<file path="config.mk">
export PLATFORM = sky130hd
export DESIGN_NAME = fx_arb
export DESIGN_NICKNAME = d
export VERILOG_FILES = /design/src/rtl/fx_pkg.sv /design/src/rtl/fx_arb_rr.sv /design/src/rtl/fx_arb.sv
export SDC_FILE = /design/constraint.sdc
export NUM_CORES = 1
export LEC_CHECK = 0
export ABC_AREA = 0
export BUFFER_PORTS_ARGS = -buffer_cell sky130_fd_sc_hd__buf_2
export CAP_MARGIN = 5
export CORE_MARGIN = 1
export CORE_UTILIZATION = 30
export DETAILED_ROUTE_END_ITERATION = 10
export SLEW_MARGIN = 20
export SYNTH_ARGS = -nofsm -noshare
export SYNTH_HDL_FRONTEND = slang
export SYNTH_SLANG_ARGS = --single-unit
</file>
<file path="constraint.sdc">
create_clock -name clk_sys -period 1.6 [get_ports clk_sys]
set_input_delay 0 -clock clk_sys [delete_from_list [all_inputs] [get_ports clk_sys]]
set_output_delay 0 -clock clk_sys [all_outputs]
set_load 0.02 [all_outputs]
</file>
<file path="src/rtl/fx_pkg.sv">
// Shared constants and types for the fx register-bus arbiter.
package fx_pkg;

  localparam int FX_AW = 22;
  localparam int FX_DW = 8;
  localparam int ID_W  = 1;

  typedef logic [ID_W-1:0] id_t;

  localparam id_t ID_M0 = 1'b0;
  localparam id_t ID_M1 = 1'b1;

  typedef enum logic [1:0] {
    ST_IDLE  = 2'd0,
    ST_OWN   = 2'd1,
    ST_DRAIN = 2'd2
  } state_t;

endpackage

</file>
<file path="src/rtl/fx_arb_rr.sv">
// Two-way round-robin picker: on a tie the master that was not served last wins.
module fx_arb_rr
  import fx_pkg::*;
(
  input  logic [1:0] req,
  input  logic       last_served,
  output logic       pick,
  output logic       pick_vld
);

  always_comb begin
    pick_vld = |req;
    if (&req) begin
      pick = ~last_served;
    end else begin
      pick = req[1] ? ID_M1 : ID_M0;
    end
  end

endmodule

</file>
<file path="src/rtl/fx_arb.sv">
// Two-master round-robin arbiter for the fx register bus, with hold-time limit
// and a tagged read-return path.
module fx_arb
  import fx_pkg::*;
#(
  parameter int AW       = FX_AW,
  parameter int DW       = FX_DW,
  parameter int MAX_HOLD = 4096
) (
  input  logic          clk_sys,
  input  logic          rst_n,

  input  logic          m0_req,
  output logic          m0_gnt,
  input  logic          m0_wr,
  input  logic [AW-1:0] m0_waddr,
  input  logic [DW-1:0] m0_data,
  input  logic          m0_rd,
  input  logic [AW-1:0] m0_raddr,
  output logic [DW-1:0] m0_q,
  output logic          m0_qv,

  input  logic          m1_req,
  output logic          m1_gnt,
  input  logic          m1_wr,
  input  logic [AW-1:0] m1_waddr,
  input  logic [DW-1:0] m1_data,
  input  logic          m1_rd,
  input  logic [AW-1:0] m1_raddr,
  output logic [DW-1:0] m1_q,
  output logic          m1_qv,

  output logic          fx_wr,
  output logic [AW-1:0] fx_waddr,
  output logic [DW-1:0] fx_data,
  output logic          fx_rd,
  output logic [AW-1:0] fx_raddr,
  input  logic [DW-1:0] fx_q,

  output logic          arb_tmo,
  output logic          arb_ill
);

  localparam int CW = (MAX_HOLD > 1) ? $clog2(MAX_HOLD) : 1;
  localparam logic [CW-1:0] HOLD_TOP = (MAX_HOLD > 1) ? CW'(MAX_HOLD - 1) : '0;

  state_t        state, state_nxt;
  id_t           owner, owner_nxt;
  logic          last_served, last_nxt;
  logic [CW-1:0] hold_cnt, hold_nxt;

  logic          pick, pick_vld;
  logic          own_req, oth_req, own_wr, own_rd;
  logic [AW-1:0] own_waddr, own_raddr;
  logic [DW-1:0] own_data;
  logic          in_own, tmo_hit, accept, ill;

  logic          rd_vld_p0, rd_vld_p1;
  id_t           rd_id_p0, rd_id_p1;

  fx_arb_rr u_rr (
    .req         ({m1_req, m0_req}),
    .last_served (last_served),
    .pick        (pick),
    .pick_vld    (pick_vld)
  );

  always_comb begin
    own_req   = (owner == ID_M1) ? m1_req   : m0_req;
    oth_req   = (owner == ID_M1) ? m0_req   : m1_req;
    own_wr    = (owner == ID_M1) ? m1_wr    : m0_wr;
    own_rd    = (owner == ID_M1) ? m1_rd    : m0_rd;
    own_waddr = (owner == ID_M1) ? m1_waddr : m0_waddr;
    own_data  = (owner == ID_M1) ? m1_data  : m0_data;
    own_raddr = (owner == ID_M1) ? m1_raddr : m0_raddr;

    in_own  = (state == ST_OWN);
    // A voluntary release in the same cycle takes precedence over revocation.
    tmo_hit = in_own && own_req && (MAX_HOLD != 0) && (hold_cnt == HOLD_TOP) && oth_req;
    accept  = in_own && !tmo_hit;
    ill     = ((m0_wr || m0_rd) && !(in_own && owner == ID_M0)) ||
              ((m1_wr || m1_rd) && !(in_own && owner == ID_M1));

    state_nxt = state;
    owner_nxt = owner;
    last_nxt  = last_served;
    hold_nxt  = hold_cnt;
    case (state)
      ST_IDLE: begin
        if (pick_vld) begin
          state_nxt = ST_OWN;
          owner_nxt = pick;
          last_nxt  = pick;
          hold_nxt  = '0;
        end
      end
      ST_OWN: begin
        if (!own_req || tmo_hit) begin
          state_nxt = ST_DRAIN;
        end else if (hold_cnt != HOLD_TOP) begin
          hold_nxt = hold_cnt + 1'b1;
        end
      end
      ST_DRAIN: begin
        if (!rd_vld_p0) state_nxt = ST_IDLE;
      end
      default: state_nxt = ST_IDLE;
    endcase
  end

  always_ff @(posedge clk_sys or negedge rst_n) begin
    if (!rst_n) begin
      state       <= ST_IDLE;
      owner       <= ID_M0;
      last_served <= 1'b1;
      hold_cnt    <= '0;
      arb_tmo     <= 1'b0;
      arb_ill     <= 1'b0;
    end else begin
      state       <= state_nxt;
      owner       <= owner_nxt;
      last_served <= last_nxt;
      hold_cnt    <= hold_nxt;
      arb_tmo     <= tmo_hit;
      arb_ill     <= ill;
    end
  end

  // p0: accepted owner beat registered onto the slave bus, tagged with its master.
  always_ff @(posedge clk_sys or negedge rst_n) begin
    if (!rst_n) begin
      fx_wr     <= 1'b0;
      fx_rd     <= 1'b0;
      fx_waddr  <= '0;
      fx_data   <= '0;
      fx_raddr  <= '0;
      rd_vld_p0 <= 1'b0;
      rd_id_p0  <= ID_M0;
      rd_vld_p1 <= 1'b0;
      rd_id_p1  <= ID_M0;
    end else begin
      fx_wr     <= accept && own_wr;
      fx_rd     <= accept && own_rd;
      fx_waddr  <= (accept && own_wr) ? own_waddr : '0;
      fx_data   <= (accept && own_wr) ? own_data  : '0;
      fx_raddr  <= (accept && own_rd) ? own_raddr : '0;
      rd_vld_p0 <= accept && own_rd;
      rd_id_p0  <= owner;
      // p1: tag aligned with the cycle in which the slave presents fx_q.
      rd_vld_p1 <= rd_vld_p0;
      rd_id_p1  <= rd_id_p0;
    end
  end

  assign m0_gnt = in_own && (owner == ID_M0);
  assign m1_gnt = in_own && (owner == ID_M1);
  assign m0_qv  = rd_vld_p1 && (rd_id_p1 == ID_M0);
  assign m1_qv  = rd_vld_p1 && (rd_id_p1 == ID_M1);
  assign m0_q   = m0_qv ? fx_q : '0;
  assign m1_q   = m1_qv ? fx_q : '0;

endmodule

</file>
* Yosys cells after proc, flatten, opt, wreduce, memory -nomap -nowiden
Index checks and enable logic that the tools add are counted.
Widths: inputs -> output; s select.
** Cells by class
- Add/subtract/negate cells :: 1
- Multiply operators :: 0
- Divide/modulo/power cells :: 0
- Magnitude comparators :: 0
- Eq/ne operators :: 9
- Shift-type cells :: 0
- Muxes and demuxes :: 22
- Bitwise gates (word level) :: 3
- Reductions and logical operators :: 27
** Operators by type and width (number)
- $mux 22 :: 4
- $mux 12 :: 3
- $mux 8 :: 4
- $pmux 12 s2 :: 1
- $add 12x1->12 const B :: 1
- $eq 12x12->1 const B :: 1
- $logic_and 1x1->1 :: 12
- $ne 12x12->1 const B :: 1
- $mux 1 :: 6
- $mux 2 :: 3
- $ne 2x2->1 const B :: 3
- $pmux 2 s3 :: 1
- $logic_not 1->1 :: 4
- $logic_or 1x1->1 :: 4
- $ne 2x1->1 const B :: 2
- $reduce_and 2->1 :: 2
- $reduce_and 4->1 :: 1
- $not 1->1 :: 3
- $reduce_and 3->1 :: 1
- $eq 2x1->1 const B :: 1
- $eq 2x2->1 const B :: 1
- $logic_not 2->1 :: 1
- $reduce_bool 2->1 :: 1
- $reduce_or 2->1 :: 1
** Storage, ports and cells
- Flip-flop bits (word level) :: 75
- Latch bits :: 0
- RAM bits :: 0
- Bits in read-only memories :: 0
- Logic and storage cells :: 76
- Memories kept :: 0

* Longest topological paths before layout
Gate-level depths: netlist of the first run.
- Depth after elaboration :: 8
- Mapped depth :: 7

* Cells and area by module
From an unflattened synthesis of the first run, not the netlist that was laid out.
** Unflattened totals
- Cell total of the unflattened synthesis :: 317
- Area, all modules :: 3499.6 µm²
** By module, submodules not included
- fx_arb :: instances 1, cells each 315, area an instance 3485.8 µm², seq. area each 1878.1 µm²
- fx_arb_rr :: instances 1, cells each 2, area an instance 13.8 µm², seq. area each 0.0 µm²

* Worst setup path before layout of the first run
OpenSTA, ideal clock, no wires.
- Kind :: reg2reg
- From :: reg hold_cnt[0]
- To :: reg hold_cnt[6]
- Library setup time :: 0.096 ns
- Data arrival time :: 1.542 ns
- Data required time :: 1.504 ns
- Slack :: -0.038 ns
- Cell stages (with the launch flop) :: 8
- Period minus slack after synthesis :: 1.638 ns
- Cell sequence :: dfrtp_1 > ha_1 > nand4b_1 > or4_4 > buf_6 > a31oi_1 > o21ai_1 > o31ai_1
** Between the ends
- Cells in the longest elaborated chain, start to end :: 6
- Elaborated cells on any way between the ends :: 12
** Ends and longest elaborated chain
- start, declared :: RTL line fx_arb.sv:50 : logic [CW-1:0] hold_cnt, hold_nxt;
- start signal, assigned :: RTL line fx_arb.sv:123 : hold_cnt <= hold_nxt;
- parallel branches: the longest is 6 deep, another holds $add 12x1->12
Several ways; the timed one is not identified. The select of a mux whose other input is x is not followed.
A chain may end at the register's enable or synchronous reset.

* Final worst setup path of the first run
- From :: reg hold_cnt[1]
- To :: reg hold_cnt[7]
Same word-level chain as after synthesis.

==> impl_metrics.ini, run 1 <==
[sta]
rsz0062_at_grt = true
worst_clock_skew_ns = 0.005913
finalCritPeriodShare_pct = 100.9
setup_viol = 5
timing.fmax_mhz = 619.5
timing.hold.ws_ns = 0.03845
relSlewSlack_pct = 70.55
hold_violations = 0
layout_setup_ws_ns = -0.01420
tightest_slew_ns = 0.4417
report.final.slew_viol_count = 0
fin_crit_ns = 1.614

[floorplan]
die_height_um = 108.2
die_w_um = 108.2
die-area_um2 = 11710
core_area_um2 = 10940
placementRows = 38
start_util_pct = 30.94
pin_count = 196

[power]
leakagePower_nw = 3.431
ir_worst_vdd_mv = 0.9436
powerDensity_nw_per_um2 = 1435

[final_layout]
synthToLayoutAreaGrowth_pct = 87.39
drive_above_1_share_pct = 41.25
n_fill_cell = 902
post-route-util_pct = 57.97
n_antenna_cell = 0
nets = 774
layout.cells.non_filler = 797

[logic_synthesis]
postSynth.asyncResetShare_pct = 100.0
synth_edf_count = 0
yosys_warnings = 0
ys_seq_area_share_pct = 55.51
synth_cell_types = 39
yosys.area.top_type = dfrtp_1
syn_inst = 316
avgSynthCellArea_um2 = 10.71
synthFlopType = dfrtp_1
ys_ff_latch = 75
syn_area_um2 = 3383
synth_area_leaders = dfrtp_1 55%, mux2i_1 16%, nor2_1 6.7%
yosys-top-cells-count = 74 x dfrtp_1, 60 x nor2_1, 53 x mux2i_1
syn_nets = 437
synth_most_common_cell = dfrtp_1
synth.top_cell.area_share_pct = 54.73

[detailed_routing]
antenna_left = 0
firstDrtPassIters = 4
wire_per_inst_um = 15.65
drt_wl_total_um = 12470
via_count = 3721
drt-initial-drc-count = 207
route.detailed.drc = 0
via_per_inst = 4.669

[critical_path]
critical_path_class = register to register
cpPeakStageDelay_ns = 0.39
worstPathArrival_ns = 1.86
cp_slowest_cell = dfrtp_1
crit_chain = ha_4, nand2_2, nor3_4, a41o_1, buf_6, a21oi_1, o22ai_1
required_ns = 1.84
r2r_setup_slack_ns = -0.01
startpoint_type = register
crit_path_end_kind = register
path_max_fanout = 5

[grt]
grt_pass1_vias = 3911
grt_pass1_wl_um = 18510
grt-ovfl-total = 0
antenna_found_initial = 0
grt_max_degree = 42
track_usage_pct = 20.72

[min_path]
hold_class = input pin to register

[clock_network]
cts_num_sinks = 75
cts_max_level = 3
cts.reportedPaths.clkPinSlew_ns = 0.05
cts_tree = done
clock_path_buffers = 2
clkLatencyLatePin_ns = 0.33
cts_root_buffer = clkbuf_16
numCtsBuffers = 9

[placed_design]
dpl_worst_slack_ns = -0.05183
io_buffers = 195
dpl.cell_count = 666
finalWeightedCongestion = 0.8758
dp_hpwl_um = 6831

[outcome]
status = finished, violations left
violations = negative setup slack

[job]
drv_cap = 0
through the flow:
step	cell area [um2]	power (mW)	setup TNS, ns
after floorplan	3396	5.006	0
after global placement	4765	6.372	-0.005534
after detailed placement	4765	6.431	-0.07103
after CTS	6191	8.696	-0.006310
after global routing	6340	9.571	-2.953
final	6340	9.096	-0.04115
layer usage:
metal | part of all wire (%) | GRT usage, % | vias to the layer above
met5 | 0 | 0 | -
met3 | 5.6 | 4.943 | 33
li1 | - | - | 1768
met4 | 2.9 | 11.55 | 0
met1 | 39 | 23.28 | 1767
met2 | 52 | 35.94 | 153
what timing repair did:
item / 4_1_cts / 5_1_grt
pin swaps: 0 / 6
cloned: 1 / 5
buffers inserted: 0 / 1
setup endpoints to repair: 15 / 68
hold buffers: 110 / 0
endpoints found under the hold margin: 129 / 0
resized for setup: 4 / 17
flip-flops by register name (all words and copies together), names as in the netlist:
register,cells
fx_raddr,22
fx_waddr,22
hold_cnt,12
fx_data,8
state,2
arb_ill,1
arb_tmo,1
fx_wr,1
last_served,1
owner,1
rd_id_p0,1
rd_id_p1,1
rd_vld_p0,1
rd_vld_p1,1
power by group:
part	switching, mW	internal, mW	leakage [nW]	total [mW]
registers	0.260	2.41	1.00	2.67
clock network	0.713	1.28	0.146	1.99
logic	2.44	1.99	2.28	4.43
path summary, 6_finish.rpt:
| kind | start | to | depth (start not counted) |
|---|---|---|---|
| setup / recovery | hold_cnt[1] | hold_cnt[7] | 7 |
| hold / removal | m0_req | owner | 3 |
| setup reg to reg | hold_cnt[1] | hold_cnt[7] | 7 |
| hold reg to reg | rd_id_p0 | rd_id_p1 | 0 |
| max in group asynchronous | rst_n | rd_id_p1 | 3 |
| min in group asynchronous | rst_n | fx_waddr[4] | 2 |
worst max-delay path, delay by kind of cell (launching register included):
family	cells	cell delay (ns)
simple gates	2	0.37
flops	1	0.39
compound gates	3	0.44
fa+ha+maj	1	0.17
buf+inv	1	0.14
placed cells by master, fill, tap and decap left out, types with 2 or more instances in the layout:
cell / count
buf_12: 4
dlygate4sd3_1: 110
o31ai_1: 3
mux2i_1: 53
mux2_2: 3
dfrtp_1: 71
a21oi_2: 2
dfrtp_2: 2
a21oi_1: 7
buf_6: 3
nand2_2: 3
buf_4: 28
nor2_1: 59
inv_1: 2
clkbuf_8: 2
nand3_1: 6
a31oi_1: 3
and2_1: 10
o21ai_1: 14
buf_2: 194
or4_4: 2
and3_1: 11
nand4b_1: 2
inv_2: 2
clkbuf_16: 12
nand2_1: 12
a21o_1: 2
nand4_1: 4
clkbuf_1: 2
nor3_1: 5
cell families (layout without fill, tap and decap cells):
kind of cell,after synthesis,after routing,share of synthesized area (%)
buffers and inverters,22,362,2.996
adder cells (fa/ha/maj),1,1,0.3698
AO/OA/AOI/OAI,37,37,6.472
multiplexers,57,57,17.01
AND/OR/NAND/NOR,124,125,17.64
flip-flops,75,75,55.51
area by class of cell:
type	instances	area (um2)	share of cell area [%]
timing repair buffer	343	2486	39.21
sequential	75	1884	29.72
multi-input combinational	220	1484	23.41
clock buffer	13	260.3	4.105
tap	140	175.2	2.763
clock inverter	2	35.03	0.5526
inverter	4	15.01	0.2368
No activity file was read; power rests on OpenSTA's default activity.
==> run 2: changes to the inputs <==
--- a/config.mk
+++ b/config.mk
@@ -8,9 +8,11 @@
 export ABC_AREA = 0
 export BUFFER_PORTS_ARGS = -buffer_cell sky130_fd_sc_hd__buf_2
 export CAP_MARGIN = 5
+export CORE_ASPECT_RATIO = 1.2
 export CORE_MARGIN = 1
 export CORE_UTILIZATION = 30
 export DETAILED_ROUTE_END_ITERATION = 10
+export RECOVER_POWER = 50
 export SLEW_MARGIN = 20
 export SYNTH_ARGS = -nofsm -noshare
 export SYNTH_HDL_FRONTEND = slang
==> run 2 against run 1 <==
The run still ends with negative setup slack left. Worst setup slack lost 0.0080 ns. Clock power fell by 12%. Die area barely moved. Clock-buffer cell count is 3 lower. Register-to-register slack about the same. Sequential power about the same. Non-clock buffer count shrank 3. Fmax fell by 0.49%. Global-route usage up 0.60 points. Sequential share of layout area increased by 1.1 points. Total power decreased by 6.4%. Critical path type unchanged.
==> impl_metrics.ini, run 2 (synthesized netlist as in run 1, its figures left out) <==
[grt]
grt_max_degree = 43
grt_pass1_wl_um = 19150
grt_pass1_vias = 4092
antenna_found_initial = 0
track_usage_pct = 21.32
grt-ovfl-total = 0

[critical_path]
crit_path_end = hold_cnt[7]
startpoint_type = register
worstPathArrival_ns = 1.87
reg2reg_depth = 6
required_ns = 1.84
crit_path_end_kind = register
r2r_setup_slack_ns = -0.02
r2r_end = hold_cnt[7]
r2r_start = hold_cnt[1]
path_max_fanout = 6
critical_path_class = register to register
cp-startpoint = hold_cnt[1]

[floorplan]
core_area_um2 = 10980
die_w_um = 98.94
die-area_um2 = 11710
start_util_pct = 30.80
die_height_um = 118.3
placementRows = 42
pin_count = 196

[power]
powerDensity_nw_per_um2 = 1394
power.total_mw = 8.517
swShare_pct = 39.42
p_sw_mw = 3.358
leakagePower_nw = 3.135
p_int_mw = 5.159
ir_worst_vdd_mv = 0.9827
sequentialPowerShare_pct = 31.2
combinationalPowerShare_pct = 48.2
clkPwrFrac_pct = 20.6

[sta]
hold_violations = 0
relSlewSlack_pct = 27.12
layout_setup_ws_ns = -0.02217
rsz0062_at_grt = true
timing.hold.ws_ns = 0.004489
worst_clock_skew_ns = 0.007831
finalCritPeriodShare_pct = 101.4
setup_viol = 7
report.final.slew_viol_count = 0
tightest_slew_ns = 1.093
fin_crit_ns = 1.622
timing.fmax_mhz = 616.5

[final_layout]
fin_area_um2 = 6110
nets = 771
n_fill_cell = 921
drive_above_1_share_pct = 32.92
seq_area_um2 = 1884
n_antenna_cell = 0
final_common_cell = buf_2
post-route-util_pct = 55.63
layout.cells.non_filler = 785
synthToLayoutAreaGrowth_pct = 80.58
final_cell_mix = 137 x buf_2, 109 x dlygate4sd3_1, 71 x dfrtp_1
multi_input_area_um2 = 1488
reg_top3 = fx_raddr (22), fx_waddr (22), hold_cnt (12)

[detailed_routing]
antenna_left = 0
via_per_inst = 4.777
wire_per_inst_um = 15.76
firstDrtPassIters = 6
via_count = 3750
drt-initial-drc-count = 165
route.detailed.drc = 0
drt_wl_total_um = 12370

[placed_design]
dp_hpwl_um = 7129
io_buffers = 195
dpl.cell_count = 656
finalWeightedCongestion = 0.8932
placed_cell_area_um2 = 4715

[job]
drv_cap = 0

[clock_network]
numCtsBuffers = 9
clock_path_buffers = 2
cts_num_sinks = 75
cts_root_buffer = clkbuf_16
cts.reportedPaths.clkPinSlew_ns = 0.06
clkLatencyLatePin_ns = 0.33
cts_tree = done
cts_max_level = 3

[outcome]
violations = negative setup slack
status = finished, violations left

[min_path]
hold_class = input pin to register
run 2: cell count changes in the layout (fill, tap and decap cells not counted), sizes merged:
cell,change
buf,-55
bufinv,-1
clkbuf,+50
clkinv,+3
dlygate4sd3,-1
run 2: metrics by stage:
| step | TNS [ns] | setup WS [ns] |
|---|---|---|
| 2_1_floorplan | 0 | 0.007145 |
| 3_3_place_gp | -0.001708 | -0.001708 |
| 3_5_place_dp | -0.1051 | -0.05412 |
| 4_1_cts | -0.1264 | -0.05521 |
| 5_1_grt | -0.8207 | -0.09573 |
| 6_report | -0.07636 | -0.02217 |
run 2: area by class of cell:
class                      instances  area share, %
clock buffer                      10          3.748
clock inverter                     4         0.3277
inverter                           4         0.2458
multi-input combinational        220          24.35
sequential                        75          30.84
tap                              132          2.703
timing repair buffer             340          37.78
run 2: repair_timing:
item | CTS | global route
hold endpoints to repair | 93 | 1
setup buffers | 1 | 4
pin swaps | 1 | 4
hold buffers | 108 | 1
gates cloned | 0 | 1
setup endpoints to repair | 9 | 77
gates resized for setup | 7 | 18
run 2: power by group through the flow:
stage               Sequential [mW]  Combinational [mW]  Clock [mW]
floorplan                      3.12                1.88           0
global placement               2.66                3.66           0
detailed placement             2.68                3.73           0
CTS                            2.64                4.03        1.81
global route                   2.72                4.41        1.89
finish                         2.65                4.11        1.76
run 2: how the worst min path moves through the flow:
stage / start / to / slack [ns] / cells past startpoint
after CTS: m0_req / owner / 0.009 / 3
final: m1_raddr[0] / fx_raddr[0] / 0.004 / 3
after global placement: rst_n / fx_raddr[14] / 0.03 / 1
after detailed placement: rst_n / fx_raddr[14] / 0.04 / 1
after floorplan: rst_n / arb_ill / -0.30 / 0
after global routing: m1_raddr[0] / fx_raddr[0] / 0.007 / 3
run 2: critical path: stages, from the launching register on:
cell,delay (ns)
dfrtp_1,0.40
ha_4,0.17
nand4b_1,0.13
or4_4,0.49
nand4_1,0.15
a21oi_1,0.08
o22ai_1,0.12
run 2: layer usage:
layer  vias to the layer above  track usage [%]  share of wire, %
met5                         -                0                 0
met4                         0            14.74               4.8
met3                        49            4.967               6.4
met2                       188            37.41                51
met1                      1750            22.30                38
li1                       1763                -                 -
==> run 3: changes to the inputs <==
--- a/config.mk
+++ b/config.mk
@@ -12,7 +12,6 @@
 export CORE_MARGIN = 1
 export CORE_UTILIZATION = 30
 export DETAILED_ROUTE_END_ITERATION = 10
-export RECOVER_POWER = 50
 export SLEW_MARGIN = 20
 export SYNTH_ARGS = -nofsm -noshare
 export SYNTH_HDL_FRONTEND = slang
==> constraint.sdc (replaced) <==
create_clock -name clk_sys -period 1.3 [get_ports clk_sys]
set_input_delay 0 -clock clk_sys [delete_from_list [all_inputs] [get_ports clk_sys]]
set_output_delay 0 -clock clk_sys [all_outputs]
set_load 0.02 [all_outputs]
==> run 3 against run 2 <==
The run still ends with negative setup slack left. Combinational power is 60% higher. Cell area is 10% higher. Sequential power is 23% higher. Clock power is 25% higher. Utilization is 5.8 points higher. Fmax is 6.4% lower. Via count is 5.5% higher. Sequential share of layout area is 2.9 points lower. First-iteration DRC count is 32% lower. Final cell count is 3.1% higher. Highest routed layer unchanged.
==> impl_metrics.ini, run 3 (synthesized netlist as in run 1, its figures left out) <==
[clock_network]
cts.reportedPaths.clkPinSlew_ns = 0.06
cts_tree = done
cts_max_level = 3
clock_path_buffers = 2
clkLatencyLatePin_ns = 0.33
numCtsBuffers = 9
cts_root_buffer = clkbuf_16
cts_num_sinks = 75

[grt]
antenna_found_initial = 0
grt_max_degree = 38
track_usage_pct = 21.51
grt_pass1_wl_um = 19620
grt_pass1_vias = 4295
grt-ovfl-total = 0

[placed_design]
dpl.cell_count = 669
dp_hpwl_um = 7339
placed_cell_area_um2 = 4832
dpl_worst_slack_ns = -0.3120
io_buffers = 195
finalWeightedCongestion = 0.8462

[detailed_routing]
via_per_inst = 4.891
drt-initial-drc-count = 112
route.detailed.drc = 0
drt_wl_total_um = 13580
wire_per_inst_um = 16.78
via_count = 3957
antenna_left = 0
firstDrtPassIters = 6

[sta]
timing.fmax_mhz = 577.0
timing.hold.ws_ns = 0.01612
relSlewSlack_pct = 67.93
finalCritPeriodShare_pct = 133.3
report.final.slew_viol_count = 0
hold_violations = 0
worst_clock_skew_ns = 0.007203
tightest_slew_ns = 0.4811
rsz0062_at_grt = true
setup_viol = 71
fin_crit_ns = 1.733
layout_setup_ws_ns = -0.4332

[floorplan]
start_util_pct = 30.80
die_height_um = 118.3
placementRows = 42
die-area_um2 = 11710
core_area_um2 = 10980
die_w_um = 98.94
pin_count = 196

[final_layout]
fin_area_um2 = 6741
reg_top3 = fx_raddr (22), fx_waddr (22), hold_cnt (12)
n_antenna_cell = 0
drive_above_1_share_pct = 49.04
synthToLayoutAreaGrowth_pct = 99.26
final_common_cell = buf_2
nets = 793
layout.cells.non_filler = 809
final_cell_mix = 192 x buf_2, 105 x dlygate4sd3_1, 73 x dfrtp_1

[critical_path]
critical_path_class = register to register
reg2reg_depth = 7
crit_chain = ha_4, nand4b_1, buf_4, or4_4, a21oi_2, o21ai_1, o31ai_1
startpoint_type = register
path_max_fanout = 5
r2r_setup_slack_ns = -0.43
r2r_end = hold_cnt[4]
required_ns = 1.52
cp_slowest_cell = or4_4
r2r_start = hold_cnt[1]
crit_path_end_kind = register
worstPathArrival_ns = 1.96
cpPeakStageDelay_ns = 0.47

[min_path]
min_path_cells = 3
worstHoldStart = m0_rd
hold_class = input pin to register
min_to = arb_ill

[outcome]
status = finished, violations left
violations = negative setup slack

[power]
leakagePower_nw = 3.556
power.total_mw = 12.04
ir_worst_vdd_mv = 1.191
powerDensity_nw_per_um2 = 1786

[job]
drv_cap = 0
==> run 3: metrics by stage <==
step / TNS [ns] / utilization, %
detailed placement: -18.14 / 44.00
global placement: -16.44 / 44.00
CTS: -18.11 / 56.79
floorplan: -12.27 / -
global route: -21.63 / 61.38
finish: -17.25 / 61.38
==> run 3: cell type report <==
class / count / area, um2
fillers: 834 / 4242
inverters: 4 / 17.52
flip-flops and latches: 75 / 1882
well taps: 132 / 165.2
multi-input cells: 221 / 1778
repair buffers: 361 / 2646
clock buffers: 15 / 247.7
clock inverters: 1 / 5.005
==> run 3: per-layer routing <==
layer  up-vias  track usage, %  wire (um)
li1       1812               -          -
met1      1903           21.88       4833
met2       195           38.07       7218
met3        47           6.564       1037
met4         0           13.25        487
met5         -               0          0
==> run 3: repair_timing <==
item,CTS,global route
endpoints found under the hold margin,127,0
setup buffers,3,9
endpoints found under the setup margin,81,73
resized for setup,22,86
hold buffers,105,0
cloned,0,7
pin swaps,2,36
==> run 3: worst max path at each step <==
stage | from | end | cells past startpoint
5_1_grt | hold_cnt[1] | hold_cnt[4] | 7
3_5_place_dp | hold_cnt[9] | hold_cnt[6] | 5
3_3_place_gp | owner | hold_cnt[0] | 3
4_1_cts | hold_cnt[9] | hold_cnt[6] | 5
2_1_floorplan | hold_cnt[1] | hold_cnt[6] | 7
6_report | hold_cnt[1] | hold_cnt[4] | 7
==> run 3: report_power, final <==
part	switching [mW]	total [mW]	internal, mW
logic	3.60	6.59	2.99
registers	0.290	3.25	2.96
clock network	0.903	2.20	1.29
==> run 3: worst max-delay path: cells and delay by family, from the launching register on <==
family	cells	cell delay, ns
DFF	1	0.39
and+or+nand+nor	2	0.62
adders and majority gates	1	0.17
AOI/OAI and AO/OA	3	0.28
buffers and inverters	1	0.18
